==> config.mk <==
export PLATFORM = sky130hd
export DESIGN_NAME = samp_capture_buf
export DESIGN_NICKNAME = d
export VERILOG_FILES = /design/src/rtl/samp_capture_buf.sv
export SDC_FILE = /design/constraint.sdc
export NUM_CORES = 1
export LEC_CHECK = 0
export ABC_AREA = 1
export CAP_MARGIN = 10
export CORE_UTILIZATION = 55
export CTS_CLUSTER_SIZE = 8
export DETAILED_ROUTE_END_ITERATION = 10
export GPL_TIMING_DRIVEN = 1
export MAX_ROUTING_LAYER = met4
export PLACE_DENSITY = 0.84
export RECOVER_POWER = 25
export SKIP_LAST_GASP = 1
export SLEW_MARGIN = 25
export SYNTH_ARGS = -nofsm -noshare
export SYNTH_HDL_FRONTEND = slang
export SYNTH_SLANG_ARGS = --single-unit
==> constraint.sdc <==
create_clock -name CLK -period 1.7 [get_ports CLK]
set_input_delay 0.17 -clock CLK [delete_from_list [all_inputs] [get_ports CLK]]
set_output_delay 0.17 -clock CLK [all_outputs]
set_load 0.02 [all_outputs]
==> src/rtl/samp_capture_buf.sv <==
// rtl/samp_capture_buf.sv - sample capture buffer with arm/stop control, one-shot and circular modes
// Optional decimation input is enabled by defining SAMP_CAP_DECIM_EN.
module samp_capture_buf #(
   parameter int DATA_W = 8,
   parameter int DEPTH  = 32
) (
   input  logic                        CLK,
   input  logic                        RST_N,
   input  logic [DATA_W-1:0]           SAMP_DATA,
   input  logic                        SAMP_VALID,
   input  logic                        ARM,
   input  logic                        MODE,
   input  logic                        STOP,
`ifdef SAMP_CAP_DECIM_EN
   input  logic [7:0]                  DECIM,
`endif
   input  logic [$clog2(DEPTH)-1:0]    RD_ADDR,
   output logic [DATA_W-1:0]           RD_DATA,
   output logic [$clog2(DEPTH):0]      SAMP_CNTS,
   output logic [$clog2(DEPTH)-1:0]    WR_PTR,
   output logic                        BUSY,
   output logic                        DONE,
   output logic                        OVERFLOW
);

   localparam int AW = $clog2(DEPTH);
   localparam int CW = AW + 1;

   typedef enum logic [1:0] {
      S_IDLE    = 2'd0,
      S_CAPTURE = 2'd1,
      S_DONE    = 2'd2
   } state_t;

   state_t              r_state;
   state_t              w_state_nxt;
   logic                r_mode;
   logic [DATA_W-1:0]   r_mem [DEPTH];
   logic [DATA_W-1:0]   r_rd_data;
   logic [CW-1:0]       r_cnt;
   logic [AW-1:0]       r_wr_ptr;
   logic                r_ovf;
   logic                w_take;
   logic                w_accept;
   logic                w_last_oneshot;

`ifdef SAMP_CAP_DECIM_EN
   logic [7:0]          r_dec_cnt;

   // Counter position 0 marks the sample that gets stored.
   assign w_take = (r_dec_cnt == 8'd0);

   always_ff @(posedge CLK or negedge RST_N) begin
      if (!RST_N) begin
         r_dec_cnt <= 8'd0;
      end else if (ARM) begin
         r_dec_cnt <= 8'd0;
      end else if (r_state == S_CAPTURE && SAMP_VALID) begin
         r_dec_cnt <= (r_dec_cnt >= DECIM) ? 8'd0 : r_dec_cnt + 8'd1;
      end
   end
`else
   assign w_take = 1'b1;
`endif

   // ARM has priority over any sample arriving in the same cycle.
   assign w_accept       = (r_state == S_CAPTURE) && SAMP_VALID && !ARM && w_take;
   assign w_last_oneshot = w_accept && !r_mode && (r_cnt == CW'(DEPTH - 1));

   always_ff @(posedge CLK or negedge RST_N) begin
      if (!RST_N) begin
         r_state <= S_IDLE;
         r_mode  <= 1'b0;
      end else begin
         r_state <= w_state_nxt;
         if (ARM) begin
            r_mode <= MODE;
         end
      end
   end

   always_comb begin
      w_state_nxt = r_state;
      if (ARM) begin
         w_state_nxt = S_CAPTURE;
      end else begin
         case (r_state)
            S_CAPTURE: begin
               if (w_last_oneshot || (r_mode && STOP)) begin
                  w_state_nxt = S_DONE;
               end
            end
            default: w_state_nxt = r_state;
         endcase
      end
   end

   always_comb begin
      BUSY = (r_state == S_CAPTURE);
      DONE = (r_state == S_DONE);
   end

   always_ff @(posedge CLK or negedge RST_N) begin
      if (!RST_N) begin
         r_cnt    <= '0;
         r_wr_ptr <= '0;
         r_ovf    <= 1'b0;
      end else if (ARM) begin
         r_cnt    <= '0;
         r_wr_ptr <= '0;
         r_ovf    <= 1'b0;
      end else begin
         if (w_accept) begin
            r_wr_ptr <= r_wr_ptr + AW'(1);
            if (r_cnt != CW'(DEPTH)) begin
               r_cnt <= r_cnt + CW'(1);
            end
         end
         if (r_state == S_DONE && SAMP_VALID) begin
            r_ovf <= 1'b1;
         end
      end
   end

   always_ff @(posedge CLK or negedge RST_N) begin
      if (!RST_N) begin
         for (int i = 0; i < DEPTH; i++) begin
            r_mem[i] <= '0;
         end
         r_rd_data <= '0;
      end else begin
         if (w_accept) begin
            r_mem[r_wr_ptr] <= SAMP_DATA;
         end
         r_rd_data <= r_mem[RD_ADDR];
      end
   end

   assign RD_DATA   = r_rd_data;
   assign SAMP_CNTS = r_cnt;
   assign WR_PTR    = r_wr_ptr;
   assign OVERFLOW  = r_ovf;

endmodule

; Word-level counts from Yosys, hierarchy flattened
; Index checks and enable logic that the tools add are counted.
[totals]
register_bits = 279
latch_bits = 0
ramBits = 0
romBits = 0
output_inout_bits = 22
elab_cells = 82
n_memories = 0
[classes]
addsub = 2
n_mul = 0
n_div = 0
order_cmp = 3
n_eq_ne = 4
shift = 0
muxes = 16
bitwise = 2
reduce_logical = 17
[op_table]
columns = op, count
row1 = bitwise mux 256 bit, 1
row2 = binary-select mux 8 bit (select 5 bit), 1
row3 = demux 8 bit (select 5 bit), 1
row4 = two-way mux 8 bit, 3
row5 = two-way mux 6 bit, 3
row6 = greater-or-equal comparator 6 bit (second input constant), 2
row7 = inverter 5 -> 6 bit, 2
row8 = two-way mux 5 bit, 2
row9 = nonzero test 2 bit, 5
row10 = logical AND 1 bit, 7
row11 = adder 6 x 1 -> 6 bit (second input constant), 1
row12 = equality test 6 x 5 -> 1 bit (second input constant), 1
row13 = < comparator 6 x 1 -> 1 bit (second input constant), 1
row14 = two-way mux 2 bit, 3
row15 = inequality test 6 bit (second input constant), 1
row16 = adder 5 x 1 -> 5 bit (second input constant), 1
row17 = AND reduction 2 bit, 2
row18 = equality test 2 x 1 -> 1 bit (second input constant), 1
row19 = equality test 2 bit (second input constant), 1
row20 = logical NOT 1 bit, 2
row21 = two-way mux 1 bit, 2
row22 = logical OR 1 bit, 1

; Longest topological paths before layout
[logic_depth]
ltp_word = 9
mapped_depth = 11
depth_no_buf = 10

; Worst setup path before layout
; OpenSTA, ideal clock, no wires.
[synth_path]
path_kind = flip-flop to flip-flop
startpoint = reg r_state[1]
endpoint = reg r_mem[223] (netlist name)
setup_time_ns = 0.129
arrival_ns = 1.537
path_slack_ns = 0.034
path_stages_with_launch = 12
path_cell_list = dfrtp_1 > inv_1 > nand2_1 > clkinv_2 > nand2_4 > nor2_8 > inv_6 > nor2_8 > nand2_4 > buf_6 > nand2_1 > o21ai_2
[synth_via]
elab_chain_cells = 3
[synth_lines]
columns = element, line
row1 = start: declaration, 35  ; state_t r_state;
row2 = start signal: assignment, 75  ; r_state <= w_state_nxt;
row3 = equality test 2 x 1 -> 1 bit, -
row4 = net BUSY, 21  ; output logic BUSY,
row5 = logical AND 1 bit (2 in series), 67  ; assign w_accept = (r_state == S_CAPTURE) && SAMP_VALID && !ARM && w_take;
row6 = end signal: indexed assignment, 128  ; r_mem[i] <= '0;
row7 = end signal: indexed assignment, 133  ; r_mem[r_wr_ptr] <= SAMP_DATA;
row8 = end: declaration, 38  ; logic [DATA_W-1:0] r_mem [DEPTH];
; The timed path passes the listed nets, and every way through them passes these cells.
; A chain may end at the register's enable or synchronous reset.

; Final worst setup path
[layout_path]
startpoint = reg r_ovf, in the netlist OVERFLOW
endpoint = out OVERFLOW
[layout_lines]
columns = element, line
row1 = start: declaration, 42  ; logic r_ovf;
row2 = start signal: assignment, 107  ; r_ovf <= 1'b0;
row3 = start signal: assignment, 111  ; r_ovf <= 1'b0;
row4 = start signal: assignment, 120  ; r_ovf <= 1'b1;
row5 = end: declaration, 23  ; output logic OVERFLOW
; No word-level cell between the ends.

==> results.txt <==
----------------------------------------------------
[Global routing]
  First-pass GRT wire length ... slightly below 60000 um
  Total global-route track usage ... 0.310
  Vias in the first global route ... about 12000
  Antenna violations before repair ... 0
  Pin count of the biggest net entering global routing ... 64
  Gr ovfl total ... 0

[Clock tree]
  Maximum clock insertion buffer count ... 3
  Sinks on Clock Net ... approximately 280
  CTS buffer count ... 40
  H-tree depth reported by CTS ... 2
  TritonCTS clock tree ... done
  Register clock-pin slew on the reported worst setup and hold paths ... about 0.060 ns
  Worst-Skew Late Latency ... between 0.5 and 0.6 ns
  CTS Root Cell ... clkbuf_16

[Synth]
  Syn nets ... 1631
  Top cells by area in the synthesized netlist ... dfrtp_1 (52%), nand2_1 (18%), nand3_1 (7.8%)
  Share of flip-flops with an asynchronous set or reset after synthesis ... 1.00
  Post-synth EDFFs ... 0
  Synth top cells by count ... nand2_1 (629), dfrtp_1 (279), nand3_1 (209)
  Most common flop cell mapped by yosys ... dfrtp_1
  Synth area leader ... dfrtp_1
  Dominant cell by count in the synthesized netlist ... nand2_1
  Sequential fraction of the synthesis area ... 0.524
  Yosys reg bits ... approximately 280
  Count of mapped cells out of synthesis ... around 1600
  Number of distinct library cells after synthesis ... 29
  Top cell type's share of synthesized area ... 0.524
  Number of warnings reported in the yosys synthesis log ... 0
  Netlist area before placement ... ~13000 um^2
  Mean cell area of the mapped netlist ... around 8.3 um^2

[Timing]
  Hold Violations, Final ... 0
  Final worst setup slack ... 0.000589 ns
  Relative slew slack ... 0.413
  Worst slew pin tran ... between 0.8 and 0.9 ns
  Slew Viols, Final ... 0
  Total of endpoints with negative setup slack in the final report ... 0
  Worst Skew ... between 0.02 and 0.025 ns
  Tcrit/Tclk final ... 1.00
  Achievable Freq ... about 590 MHz
  Minimum hold slack ... around 0.28 ns
  Unrepaired setup endpoints after global routing ... yes
  Final critical delay including setup and external delays ... between 1.5 and 2 ns

[Setup path]
  Sequence of cells on the critical path ... clkdlybuf4s50_1
  Number of buffers and inverters on the critical path ... 1
  Reg2reg end ... r_mem[5]$_DFFE_PN0P_
  Worst-case register-to-register setup slack ... around 0.01 ns
  Worst path max stage delay ... 0.63 ns
  CP startpoint kind ... register
  Dominant delay contributor by cell family on the critical path ... buffers and inverters
  Beginning of the worst register-to-register path ... r_state[1]$_DFFE_PN0P_
  Data required time at the worst endpoint ... approximately 1.5 ns
  CP arrival ... around 1.5 ns
  Reg2Reg Depth ... 10
  Crit Path Max Fanout ... 2
  Setup Crit Path Kind ... reg -> out
  Critical path capture point type ... output port
  Critical Path Slowest Stage Cell ... clkdlybuf4s50_1

[Layout]
  Count of filler cells inserted in the layout ... between 1500 and 2000
  Final net count ... between 1500 and 2000
  Area growth syn-to-layout ... 15.5%
  Inserted Diodes ... 0
  Proportion of layout cells with a drive suffix above 1 ... 0.114

[Power and ir drop]
  Highest ir drop seen on vdd ... 700 uV
  Switching share of total power ... 0.254
  Standby leakage power ... roughly 7.4 nW
  Cell internal pwr ... roughly 12 mW
  Overall Power ... approximately 16 mW
  Sequential cell fraction of total power ... 0.453
  Fraction of power consumed by the clock network ... 0.441
  Net Switching ... 4.01 mW
  Pwr per Cell Area ... 1020 nW/um^2
  Comb pwr share ... 0.105

[Place]
  Detailed placement HPWL ... approximately 22000 um
  I/O Buffers ... 40
  Pre-CTS setup slack ... -0.0849 ns
  GP Congestion ... roughly 0.90

[Drt]
  Drt total wl ... roughly 36000 um
  Drt drc ... 0
  Iteration-0 DRC count of the detailed router ... around 1500
  Drt first pass iters ... 7
  Remaining antenna violation count ... 0
  Drt wl/cell ... 18.6 um
  Vias per inst ... between 6 and 7
  Vias after detailed routing ... ~12000

[Min path]
  Worst min path class ... in -> reg
  Hold Path Origin ... MODE
  Hold Path Depth ... 3
  Min-Delay Endpoint ... r_mode$_DFFE_PN0P_

[Floorplan]
  Die X-Extent ... between 150 and 200 um
  Number of core rows ... 56
  Area of the core region ... about 24000 um^2
  Initial Utilization ... 0.564
  Die area ... ~25000 um^2
  Die height ... approximately 160 um
  I/O pin cnt ... between 40 and 50

[Run status]
  Outcome ... completed

[Flow run]
  Max capacitance violation total ... 0

----------------------------------------------------
-- registers in the layout (all words and copies together), names as in the netlist --
signal / cells
r_mode: 1
r_mem: 256
SAMP_CNTS: 6
RD_DATA: 8
WR_PTR: 5
r_state: 2
OVERFLOW: 1
-- logic make-up after synthesis --
family / Yosys count / synth area share
AND/OR/NAND/NOR: 896 / 0.299
flip-flops: 279 / 0.524
AO/OA/AOI/OAI: 273 / 0.110
buffers and inverters: 151 / 0.0606
adder cells (fa/ha/maj): 6 / 0.00563
XOR/XNOR: 1 / 0.000657
-- routing by layer --
metal	part of all wire	track usage	up-vias
met5	0	-	-
met4	0.036	0.145	0
met3	0.092	0.0621	117
met2	0.49	0.503	702
met1	0.38	0.373	5654
li1	-	-	5285
-- power by group through the flow --
| stage | clock (mW) | sequential, mW | combinational [mW] |
|---|---|---|---|
| final | 6.96 | 7.15 | 1.66 |
| after detailed placement | 0 | 7.23 | 1.63 |
| after floorplan | 0 | 7.23 | 0.876 |
| after CTS | 6.98 | 7.14 | 1.63 |
| after global placement | 0 | 7.22 | 1.57 |
| after global routing | 7.30 | 7.17 | 1.81 |
-- metrics by stage --
stage	instances	util	TNS [ns]	area, um^2
global route	1959	0.652	-0.774	15400
finish	1959	0.652	0	15400
global placement	1910	0.604	-0.0103	14300
detailed placement	1910	0.604	-0.891	14300
CTS	1956	0.649	-0.0828	15300
floorplan	1606	-	0	13300
-- cell type report --
type                            instances  area (um^2)  share of cell area
Timing Repair Buffer                  101         1220              0.0790
Sequential cell                       279         6990               0.454
Clock buffer                           42         1030              0.0669
Inverter                               40          163              0.0106
Tap cell                              319          399              0.0259
Multi-Input combinational cell       1176         5580               0.362
Clock inverter                          2         17.5             0.00114
-- placed cells by master, fill, tap and decap left out, types with 12 or more instances in the layout --
| master | instances |
|---|---|
| buf_12 | 31 |
| buf_4 | 27 |
| clkbuf_16 | 41 |
| clkdlybuf4s50_1 | 24 |
| dfrtp_1 | 276 |
| dlygate4sd2_1 | 12 |
| inv_1 | 30 |
| nand2_1 | 625 |
| nand2_4 | 28 |
| nand3_1 | 209 |
| nor2_1 | 14 |
| o21ai_0 | 48 |
| o21ai_1 | 193 |
| o21ai_2 | 27 |
-- timing repair --
item                                    CTS  global route
pin swaps                                 0             3
setup buffers                             1             3
hold endpoints to repair                 69             0
resized for setup                        14            13
hold buffers                              1             0
endpoints found under the setup margin   13            59
-- how the worst max path moves through the flow --
stage	start	to	slack, ns	cells after the start
2_1_floorplan	r_state[1]$_DFFE_PN0P_	r_mem[223]$_DFFE_PN0P_	0.03	11
4_1_cts	WR_PTR[3]$_DFFE_PN0P_	WR_PTR[3]	-0.08	2
3_5_place_dp	ARM	SAMP_CNTS[5]$_DFFE_PN0P_	-0.08	8
5_1_grt	r_state[1]$_DFFE_PN0P_	r_mem[5]$_DFFE_PN0P_	-0.08	10
3_3_place_gp	ARM	SAMP_CNTS[3]$_DFFE_PN0P_	-0.005	8
6_report	OVERFLOW$_DFFE_PN0P_	OVERFLOW	0.0006	1
Power figures use the tool's default switching activity.
